## src/rtl/macc_pkg.sv

```systemverilog
// macc_pkg: op encodings shared by the MACC operand and coefficient paths
package macc_pkg;
  localparam logic [1:0] OP_HOLD   = 2'b00;
  localparam logic [1:0] OP_SHIFT  = 2'b01;
  localparam logic [1:0] OP_ROTATE = 2'b10;
  localparam logic [1:0] OP_CLEAR  = 2'b11;
endpackage

```

## src/rtl/shreg_nsrc_if.sv

```systemverilog
// shreg_nsrc_if: source/op inputs and tap/status outputs of the operand shift register
interface shreg_nsrc_if #(
  parameter int WIDTH = 32,
  parameter int DEPTH = 4,
  parameter int NSRC  = 2
);
  localparam int CW = $clog2(DEPTH + 1);
  logic [NSRC*WIDTH-1:0]  din;
  logic [NSRC-1:0]        sel;
  logic [1:0]             op;
  logic [DEPTH*WIDTH-1:0] taps;
  logic [DEPTH-1:0]       tap_vld;
  logic [WIDTH-1:0]       dout;
  logic                   dout_vld;
  logic [CW-1:0]          count;
  logic                   full;
  logic                   empty;
  logic                   err;
  modport master (output din, sel, op, input taps, tap_vld, dout, dout_vld, count, full, empty, err);
  modport slave  (input din, sel, op, output taps, tap_vld, dout, dout_vld, count, full, empty, err);
endinterface

```

## src/rtl/shreg_src_mux.sv

```systemverilog
// shreg_src_mux: NSRC-way one-hot mux; data is zero unless sel is exactly one-hot
module shreg_src_mux #(
  parameter int WIDTH = 32,
  parameter int NSRC  = 2
) (
  input  logic [NSRC*WIDTH-1:0] din,
  input  logic [NSRC-1:0]       sel,
  output logic [WIDTH-1:0]      data,
  output logic                  one_hot,
  output logic                  multi_hot
);
  logic [NSRC-1:0] sel_m1;
  assign sel_m1    = sel - NSRC'(1);
  assign multi_hot = (sel & sel_m1) != '0;
  assign one_hot   = (sel != '0) && !multi_hot;
  always_comb begin
    data = '0;
    for (int k = 0; k < NSRC; k++)
      data = data | ((one_hot && sel[k]) ? din[k*WIDTH +: WIDTH] : '0);
  end
endmodule

```

## src/rtl/shreg_nsrc.sv

```systemverilog
// shreg_nsrc: multi-source operand shift register with valid tracking and occupancy count
// Define SHREG_ROTATE_EN to build the wrap path; otherwise op ROTATE acts as HOLD.
module shreg_nsrc
  import macc_pkg::*;
#(
  parameter int WIDTH = 32,
  parameter int DEPTH = 4,
  parameter int NSRC  = 2
) (
  input logic         CLK,
  input logic         RST,
  shreg_nsrc_if.slave bus
);
  localparam int CW = $clog2(DEPTH + 1);
  logic [DEPTH-1:0][WIDTH-1:0] data_q, data_d;
  logic [DEPTH-1:0]            vld_q, vld_d;
  logic [CW-1:0]               cnt_q, cnt_d;
  logic                        err_q, err_d;
  logic [WIDTH-1:0]            mux_data;
  logic                        mux_one_hot, mux_multi_hot;
  shreg_src_mux #(.WIDTH(WIDTH), .NSRC(NSRC)) u_mux (
    .din       (bus.din),
    .sel       (bus.sel),
    .data      (mux_data),
    .one_hot   (mux_one_hot),
    .multi_hot (mux_multi_hot)
  );
  always_comb begin
    data_d = data_q;
    vld_d  = vld_q;
    cnt_d  = cnt_q;
    err_d  = err_q;
    if (bus.op == OP_SHIFT) begin
      for (int i = DEPTH - 1; i > 0; i--) begin
        data_d[i] = data_q[i-1];
        vld_d[i]  = vld_q[i-1];
      end
      data_d[0] = mux_one_hot ? mux_data : '0;
      vld_d[0]  = mux_one_hot;
      cnt_d     = cnt_q + CW'(mux_one_hot) - CW'(vld_q[DEPTH-1]);
      err_d     = err_q | mux_multi_hot;
    end
`ifdef SHREG_ROTATE_EN
    else if (bus.op == OP_ROTATE) begin
      for (int i = DEPTH - 1; i > 0; i--) begin
        data_d[i] = data_q[i-1];
        vld_d[i]  = vld_q[i-1];
      end
      data_d[0] = data_q[DEPTH-1];
      vld_d[0]  = vld_q[DEPTH-1];
    end
`endif
    else if (bus.op == OP_CLEAR) begin
      data_d = '0;
      vld_d  = '0;
      cnt_d  = '0;
      err_d  = 1'b0;
    end
  end
  always_ff @(posedge CLK) begin
    if (RST) begin
      data_q <= '0;
      vld_q  <= '0;
      cnt_q  <= '0;
      err_q  <= 1'b0;
    end else begin
      data_q <= data_d;
      vld_q  <= vld_d;
      cnt_q  <= cnt_d;
      err_q  <= err_d;
    end
  end
  assign bus.taps     = data_q;
  assign bus.tap_vld  = vld_q;
  assign bus.dout     = data_q[DEPTH-1];
  assign bus.dout_vld = vld_q[DEPTH-1];
  assign bus.count    = cnt_q;
  assign bus.full     = cnt_q == CW'(DEPTH);
  assign bus.empty    = cnt_q == '0;
  assign bus.err      = err_q;
endmodule

```

## src/flat_wrapper.sv

```systemverilog
// flat-port wrapper written by rule: the top's interface ports become plain ports
module shreg_nsrc_flat import macc_pkg::*;
#(
  parameter int WIDTH = 32,
  parameter int DEPTH = 4,
  parameter int NSRC  = 2
)
  (CLK, RST, bus_din, bus_sel, bus_op, bus_taps, bus_tap_vld, bus_dout, bus_dout_vld, bus_count, bus_full, bus_empty, bus_err);
  shreg_nsrc_if #(.WIDTH(WIDTH), .DEPTH(DEPTH), .NSRC(NSRC)) bus_i ();
  input logic CLK;
  input logic RST;
  input wire logic [$bits(bus_i.din)-1:0] bus_din;
  input wire logic [$bits(bus_i.sel)-1:0] bus_sel;
  input wire logic [$bits(bus_i.op)-1:0] bus_op;
  output wire logic [$bits(bus_i.taps)-1:0] bus_taps;
  output wire logic [$bits(bus_i.tap_vld)-1:0] bus_tap_vld;
  output wire logic [$bits(bus_i.dout)-1:0] bus_dout;
  output wire logic [$bits(bus_i.dout_vld)-1:0] bus_dout_vld;
  output wire logic [$bits(bus_i.count)-1:0] bus_count;
  output wire logic [$bits(bus_i.full)-1:0] bus_full;
  output wire logic [$bits(bus_i.empty)-1:0] bus_empty;
  output wire logic [$bits(bus_i.err)-1:0] bus_err;
  assign bus_i.din = bus_din;
  assign bus_i.sel = bus_sel;
  assign bus_i.op = bus_op;
  assign bus_taps = bus_i.taps;
  assign bus_tap_vld = bus_i.tap_vld;
  assign bus_dout = bus_i.dout;
  assign bus_dout_vld = bus_i.dout_vld;
  assign bus_count = bus_i.count;
  assign bus_full = bus_i.full;
  assign bus_empty = bus_i.empty;
  assign bus_err = bus_i.err;
  shreg_nsrc #(.WIDTH(WIDTH), .DEPTH(DEPTH), .NSRC(NSRC)) u_core (.CLK(CLK), .RST(RST), .bus(bus_i));
endmodule
```

## config.mk

```make
export PLATFORM = sky130hd
export DESIGN_NAME = shreg_nsrc_flat
export DESIGN_NICKNAME = d
export VERILOG_FILES = /design/src/rtl/macc_pkg.sv /design/src/rtl/shreg_nsrc_if.sv /design/src/rtl/shreg_src_mux.sv /design/src/rtl/shreg_nsrc.sv /design/src/flat_wrapper.sv
export SDC_FILE = /design/constraint.sdc
export NUM_CORES = 1
export LEC_CHECK = 0
export CELL_PAD_IN_SITES_DETAIL_PLACEMENT = 2
export CELL_PAD_IN_SITES_GLOBAL_PLACEMENT = 2
export CORE_MARGIN = 2
export CORE_UTILIZATION = 26
export CTS_BUF_LIST = sky130_fd_sc_hd__clkbuf_4 sky130_fd_sc_hd__clkbuf_8
export DETAILED_ROUTE_END_ITERATION = 6
export GPL_ROUTABILITY_DRIVEN = 1
export PLACE_DENSITY_LB_ADDON = 0.2
export SYNTH_ARGS = -nofsm -noshare
export SYNTH_HDL_FRONTEND = slang
export SYNTH_HIERARCHICAL = 1
export SYNTH_SLANG_ARGS = --single-unit
```

## constraint.sdc

```tcl
create_clock -name CLK -period 3.16 [get_ports CLK]
set_clock_uncertainty 0.1 [all_clocks]
set_input_delay 0.316 -clock CLK [delete_from_list [all_inputs] [get_ports CLK]]
set_output_delay 0.316 -clock CLK [all_outputs]
set_load 0.05 [all_outputs]
```

# [Yosys cells after proc, flatten, opt, wreduce, memory -nomap -nowiden]
# Index checks and enable logic that the tools add are counted.
[word_totals] input_bits=70 wordCells=35 out_inout_bits=171 regBits=136
[op_classes] n_bitwise=3 eq_ne=3 add_sub_neg=3 reduce_logical=8 mux=11
[ops] op="128-bit two-way mux" n=2
[ops] op="32-bit two-way mux" n=3
[ops] op="32-bit bitwise OR" n=1
[ops] op="4-bit two-way mux" n=2
[ops] op="3-bit two-way mux" n=2
[ops] op="2-bit nonzero test" n=3
[ops] op="3-bit by 1-bit adder with 3-bit output" n=1
[ops] op="3-bit equality test (second input constant)" n=1
[ops] op="1-bit logical AND" n=3
[ops] op="3-bit logical NOT" n=1
[ops] op="3-bit by 1-bit subtractor with 3-bit output" n=1
[ops] op="2-bit bitwise AND" n=1
[ops] op="2-bit by 1-bit equality test with 1-bit output (second input constant)" n=1
[ops] op="2-bit equality test (second input constant)" n=1
[ops] op="1-bit two-way mux" n=2
[ops] op="2-bit by 1-bit subtractor with 2-bit output (second input constant)" n=1
[ops] op="1-bit logical NOT" n=1
[ops] op="1-bit bitwise OR" n=1

# [Logic depth before layout (Yosys ltp)]
# Gate-level depths: netlist (run 1).
[logic_depth] depth_word=10 mapped_depth=12 depth_no_buf=12

# [Cells and area by module]
# Netlist (run 1), hierarchy kept.
[modules_own_cells] module="shreg_nsrc" instances=1 cells_each=646 area_each_um2=5813.1
[modules_own_cells] module="shreg_src_mux" instances=1 cells_each=44 area_each_um2=399.1

# [Worst setup path after synthesis (run 1)]
# Ideal clock, no wire load.
[synth_timing] kind="flip-flop to flip-flop" from="register u_core.vld_q[3], in the netlist u_core/bus.tap_vld[3]" to="register u_core.cnt_q[2], in the netlist u_core/bus.count[2]" arrival_time_ns=2.270 required_ns=2.986 path_stages_with_launch=9 path_slack_ns=0.716 setup_ns=0.074 synth_period_minus_slack_ns=2.444 path_cell_list="dfxtp_1 ha_1 inv_1 ha_1 inv_1 fa_1 xnor2_1 or4b_1 a31oi_1"
[synth_between] elab_chain_cells=2
[synth_lines] item="start: declaration" line="shreg_nsrc.sv:16" source="logic [DEPTH-1:0] vld_q, vld_d;"
[synth_lines] item="start signal: assignment" line="shreg_nsrc.sv:68" source="vld_q <= vld_d;"
[synth_lines] item="3-bit by 1-bit subtractor with 3-bit output" line="shreg_nsrc.sv:40" source="cnt_d = cnt_q + CW'(mux_one_hot) - CW'(vld_q[DEPTH-1]);"
[synth_lines] item="3-bit two-way mux" line="shreg_nsrc.sv:33" source="if (bus.op == OP_SHIFT) begin"
[synth_lines] item="end signal: assignment" line="shreg_nsrc.sv:69" source="cnt_q <= cnt_d;"
[synth_lines] item="end: declaration" line="shreg_nsrc.sv:17" source="logic [CW-1:0] cnt_q, cnt_d;"
# Every way passes these cells.
# A chain may end at the register's enable or synchronous reset.

# [Final worst setup path (run 1)]
[layout_timing] from="input bus_sel[0]" to="register u_core.cnt_q[2], in the netlist u_core/bus.count[2]"
[layout_between] elab_chain_cells=8 word_cells_on_any_way=9
[layout_lines] item="start: declaration" line="flat_wrapper.sv:13" source="input wire logic [$bits(bus_i.sel)-1:0] bus_sel;"
[layout_lines] item="2-bit by 1-bit subtractor with 2-bit output" line="shreg_src_mux.sv:13" source="assign sel_m1 = sel - NSRC'(1);"
[layout_lines] item="2-bit bitwise AND" line="shreg_src_mux.sv:14" source="assign multi_hot = (sel & sel_m1) != '0;"
[layout_lines] item="2-bit nonzero test" line="shreg_src_mux.sv:14"
[layout_lines] item="1-bit logical NOT" line="shreg_src_mux.sv:15" source="assign one_hot = (sel != '0) && !multi_hot;"
[layout_lines] item="1-bit logical AND *" line="shreg_src_mux.sv:15"
[layout_lines] item="via u_core.mux_one_hot" line="shreg_nsrc.sv:20" source="logic mux_one_hot, mux_multi_hot;"
[layout_lines] item="3-bit by 1-bit adder with 3-bit output *" line="shreg_nsrc.sv:40"
[layout_lines] item="3-bit by 1-bit subtractor with 3-bit output *" line="shreg_nsrc.sv:40"
[layout_lines] item="3-bit two-way mux *" line="shreg_nsrc.sv:33"
# The timed path passes the listed nets; every way through them passes the cells marked *.

==> results.sh, run 1 <==
export IMPL_leakage_nw=2.804
export IMPL_clk_path_buf_depth=2
export IMPL_rr_worst_depth=8
export IMPL_cp_buffers_inverters=6
export IMPL_drive_above_1_share_pct=5.498
export IMPL_fp_dieH_um=158.6
export IMPL_crit_family="adder cells"
export IMPL_coreArea_um2=23470
export IMPL_netlist_top_cells_area="dfxtp_1, nand2b_1, nand3b_1"
export IMPL_worst_path_stages=13
export IMPL_numPortBuffers=240
export IMPL_yosys_area_top_type="dfxtp_1"
export IMPL_cts_tree="built"
export IMPL_cp_arrival_ns=2.97
export IMPL_start_util_pct=26.47
export IMPL_worst_path_largest_cell_delay_ns=0.53
export IMPL_fin_crit_sh_pct=85.66
export IMPL_h_tree_depth=4
export IMPL_grt_total_usage_pct=16.97
export IMPL_grt_ovfl_total=0
export IMPL_slowest_stage="clkdlybuf4s50_1"
export IMPL_reg2reg_slack_ns=0.95
export IMPL_synth_async_reset_ratio_pct=0
export IMPL_yosys_cell_types_count=24
export IMPL_pre_cts_ws_ns=-0.02298
export IMPL_p_per_area_nw_per_um2=400.9
export IMPL_worstMarginPinSlew_ns=1.225
export IMPL_p_total_mw=3.567
export IMPL_worstPathMaxFanout=3
export IMPL_drc=0
export IMPL_clkTransAtPathRegs_ns=0.08
export IMPL_drt_iter0_drc=218
export IMPL_required_ns=3.43
export IMPL_num_antenna_cells=0
export IMPL_synth_avg_cell_area_um2=9.003
export IMPL_cp_common_cell="inv_1"
export IMPL_synth_edf_count=0
export IMPL_finalHoldViolCount=0
export IMPL_crit_start="bus_sel[0]"
export IMPL_grt_max_degree=104
export IMPL_yosysMostFrequentCell="dfxtp_1"
export IMPL_crit_chain="clkdlybuf4s50_1, inv_1, ha_1, inv_1, inv_1, ha_1, inv_1, ha_1, inv_1, fa_1, xnor2_1, or4b_1, a31oi_1"
export IMPL_post_cts_buffers=0
export IMPL_yosys_top_cells_count="dfxtp_1, a21oi_1, nand2b_1"
export IMPL_cap_violations=0
export IMPL_fp_row_count=56
export IMPL_fin_nets=936
export IMPL_worstSetupEndpoint="u_core/bus.count[2]"
export IMPL_antenna_found_initial=0
export IMPL_cts_hold_buffers=0
export IMPL_synth_top_area_share_pct=43.83
export IMPL_first_global_vias=5865
export IMPL_antenna_left=0
export IMPL_slew_violations=0
export IMPL_ys_ff_latch=136
export IMPL_setup_tns_ns=0
export IMPL_setup_violations_final=0
export IMPL_synth_cells=690
export IMPL_fmax_mhz=369.4
export IMPL_hpwl_mm=15.14
export IMPL_end_kind="register"
export IMPL_path_class="input port to register"
export IMPL_place_gp_congestion=0.7894
export IMPL_post_route_min_period_ns=2.707
export IMPL_status="finished, final reports clean"
export IMPL_wl_per_cell_um=17.91
export IMPL_rr_startpoint="u_core/bus.tap_vld[3]"
export IMPL_synth_area_um2=6212
export IMPL_worstSkewPairLatency_ns=0.44
export IMPL_cts_root_buf="clkbuf_8"
export IMPL_syn_num_nets=766
export IMPL_totalWireLength_mm=21.34
export IMPL_synth_ff_type="dfxtp_1"
export IMPL_hold_class="input port to register"
export IMPL_yosys_warnings=6
export IMPL_peakVddDrop_uv=179.4
export IMPL_dieArea_um2=25150
export IMPL_die_w_um=158.6
export IMPL_slew_headroom_pct=18.36
export IMPL_crit_path_start_kind="input port"
export IMPL_drtPass1Iterations=4
export IMPL_grt_pass1_wl_mm=33.31
export IMPL_seq_area_frac_synth_pct=43.83
export IMPL_clock_sinks=136
export IMPL_rsz0062_at_grt="no"
export IMPL_reg2reg_to="u_core/bus.count[2]"
export IMPL_whs_ns=0.2002
export IMPL_vias=5504
export IMPL_cts_resized=0
export IMPL_syn2layout_area_growth_pct=43.20
export IMPL_cts_buffers_inserted=17
export IMPL_fin_ws_ns=0.4531
export IMPL_viasPerCell=4.617
export IMPL_num_io_pins=241
[worst min-delay path by stage]
stage | start | endpoint | slack (ns) | cells after the start
finish | RST | u_core/bus.dout[17] | 0.20 | 2
global route | RST | u_core/bus.taps[72] | 0.19 | 2
CTS | RST | u_core/bus.dout[12] | 0.17 | 2
detailed placement | u_core/bus.dout[30] | u_core/bus.dout[30] | 0.38 | 2
global placement | u_core/bus.dout[30] | u_core/bus.dout[30] | 0.37 | 2
floorplan | bus_op[1] | u_core/bus.count[2] | 0.41 | 2
[per-layer routing]
metal  GRT usage [%]  wire, um  share of wire, %
met5               0         0                 0
met4           5.405       336               1.6
met3           5.063      1288               6.0
met2           26.88      9932                47
met1           22.14      9787                46
[logic make-up (layout without fill, tap and decap cells)]
group	after synthesis	count (layout)	synth area share, %
AND/OR/NAND/NOR	273	273	28.82
AO/OA/AOI/OAI	167	167	15.49
adder cells (fa/ha/maj)	6	6	1.329
buffers and inverters	105	288	10.07
XOR/XNOR	1	1	0.1410
multiplexers	2	2	0.3223
flip-flops	136	136	43.83
[layout make-up]
class                      count  area (um2)
fill                        2586       14580
multi-input combinational    449        2867
sequential                   136        2723
timing repair buffer         250        2496
tap                          319       399.1
clock buffer                  18       241.5
clock inverter                14       147.6
inverter                       6       22.52
[power breakdown]
| group | leakage (nW) | internal (mW) | total [mW] | switching, mW |
|---|---|---|---|---|
| combinational | 1.52 | 0.184 | 0.388 | 0.204 |
| clock | 0.185 | 0.713 | 1.44 | 0.731 |
| sequential | 1.10 | 1.72 | 1.74 | 0.0117 |
| total | 2.80 | 2.62 | 3.57 | 0.947 |
[through the flow]
stage | utilization (%) | instance area (um2) | cells
floorplan | - | 6212 | 690
global placement | 36.24 | 8507 | 1160
detailed placement | 36.24 | 8507 | 1160
CTS | 37.90 | 8896 | 1192
global route | 37.90 | 8896 | 1192
finish | 37.90 | 8896 | 1192
[placed cells by master (no fill, tap or decap)]
cell,count
a22o_2,2
or4b_1,1
clkinvlp_4,5
fa_1,1
a21oi_1,133
nor3_1,1
clkbuf_8,17
nor3b_1,1
xnor2_1,1
buf_4,9
mux2i_1,2
nor2_1,3
nor2b_2,1
buf_6,1
ha_1,5
buf_2,1
clkbuf_4,1
clkinv_2,3
a22o_1,30
nand3_1,32
clkdlybuf4s50_1,237
buf_12,2
inv_1,6
nand2b_1,133
clkinv_4,1
dfxtp_1,136
a211oi_1,1
nand3b_1,101
inv_6,3
a31oi_1,1
bufinv_16,2
[flip-flops by register name, indices dropped and copies added, names as in the netlist]
name                count
u_core/bus.count        3
u_core/bus.dout        32
u_core/bus.err          1
u_core/bus.tap_vld      4
u_core/bus.taps        96
[worst register-to-register path: cells and delay by family (launching register included)]
kind / cells / cell delay (ns)
AOI/OAI and AO/OA: 1 / 0.14
xor gates and xnor gates: 1 / 0.15
adders and majority gates: 3 / 0.77
buffers and inverters: 2 / 0.11
DFF: 1 / 0.41
and+or+nand+nor: 1 / 0.47
No activity file was read; power rests on OpenSTA's default activity.
==> inputs of run 2 (changes only) <==
--- a/config.mk
+++ b/config.mk
@@ -5,6 +5,7 @@
 export SDC_FILE = /design/constraint.sdc
 export NUM_CORES = 1
 export LEC_CHECK = 0
+export CAP_MARGIN = 0
 export CELL_PAD_IN_SITES_DETAIL_PLACEMENT = 2
 export CELL_PAD_IN_SITES_GLOBAL_PLACEMENT = 2
 export CORE_MARGIN = 2
==> results of run 2 <==
Final layout, timing and power as in run 1 (identical DEF).
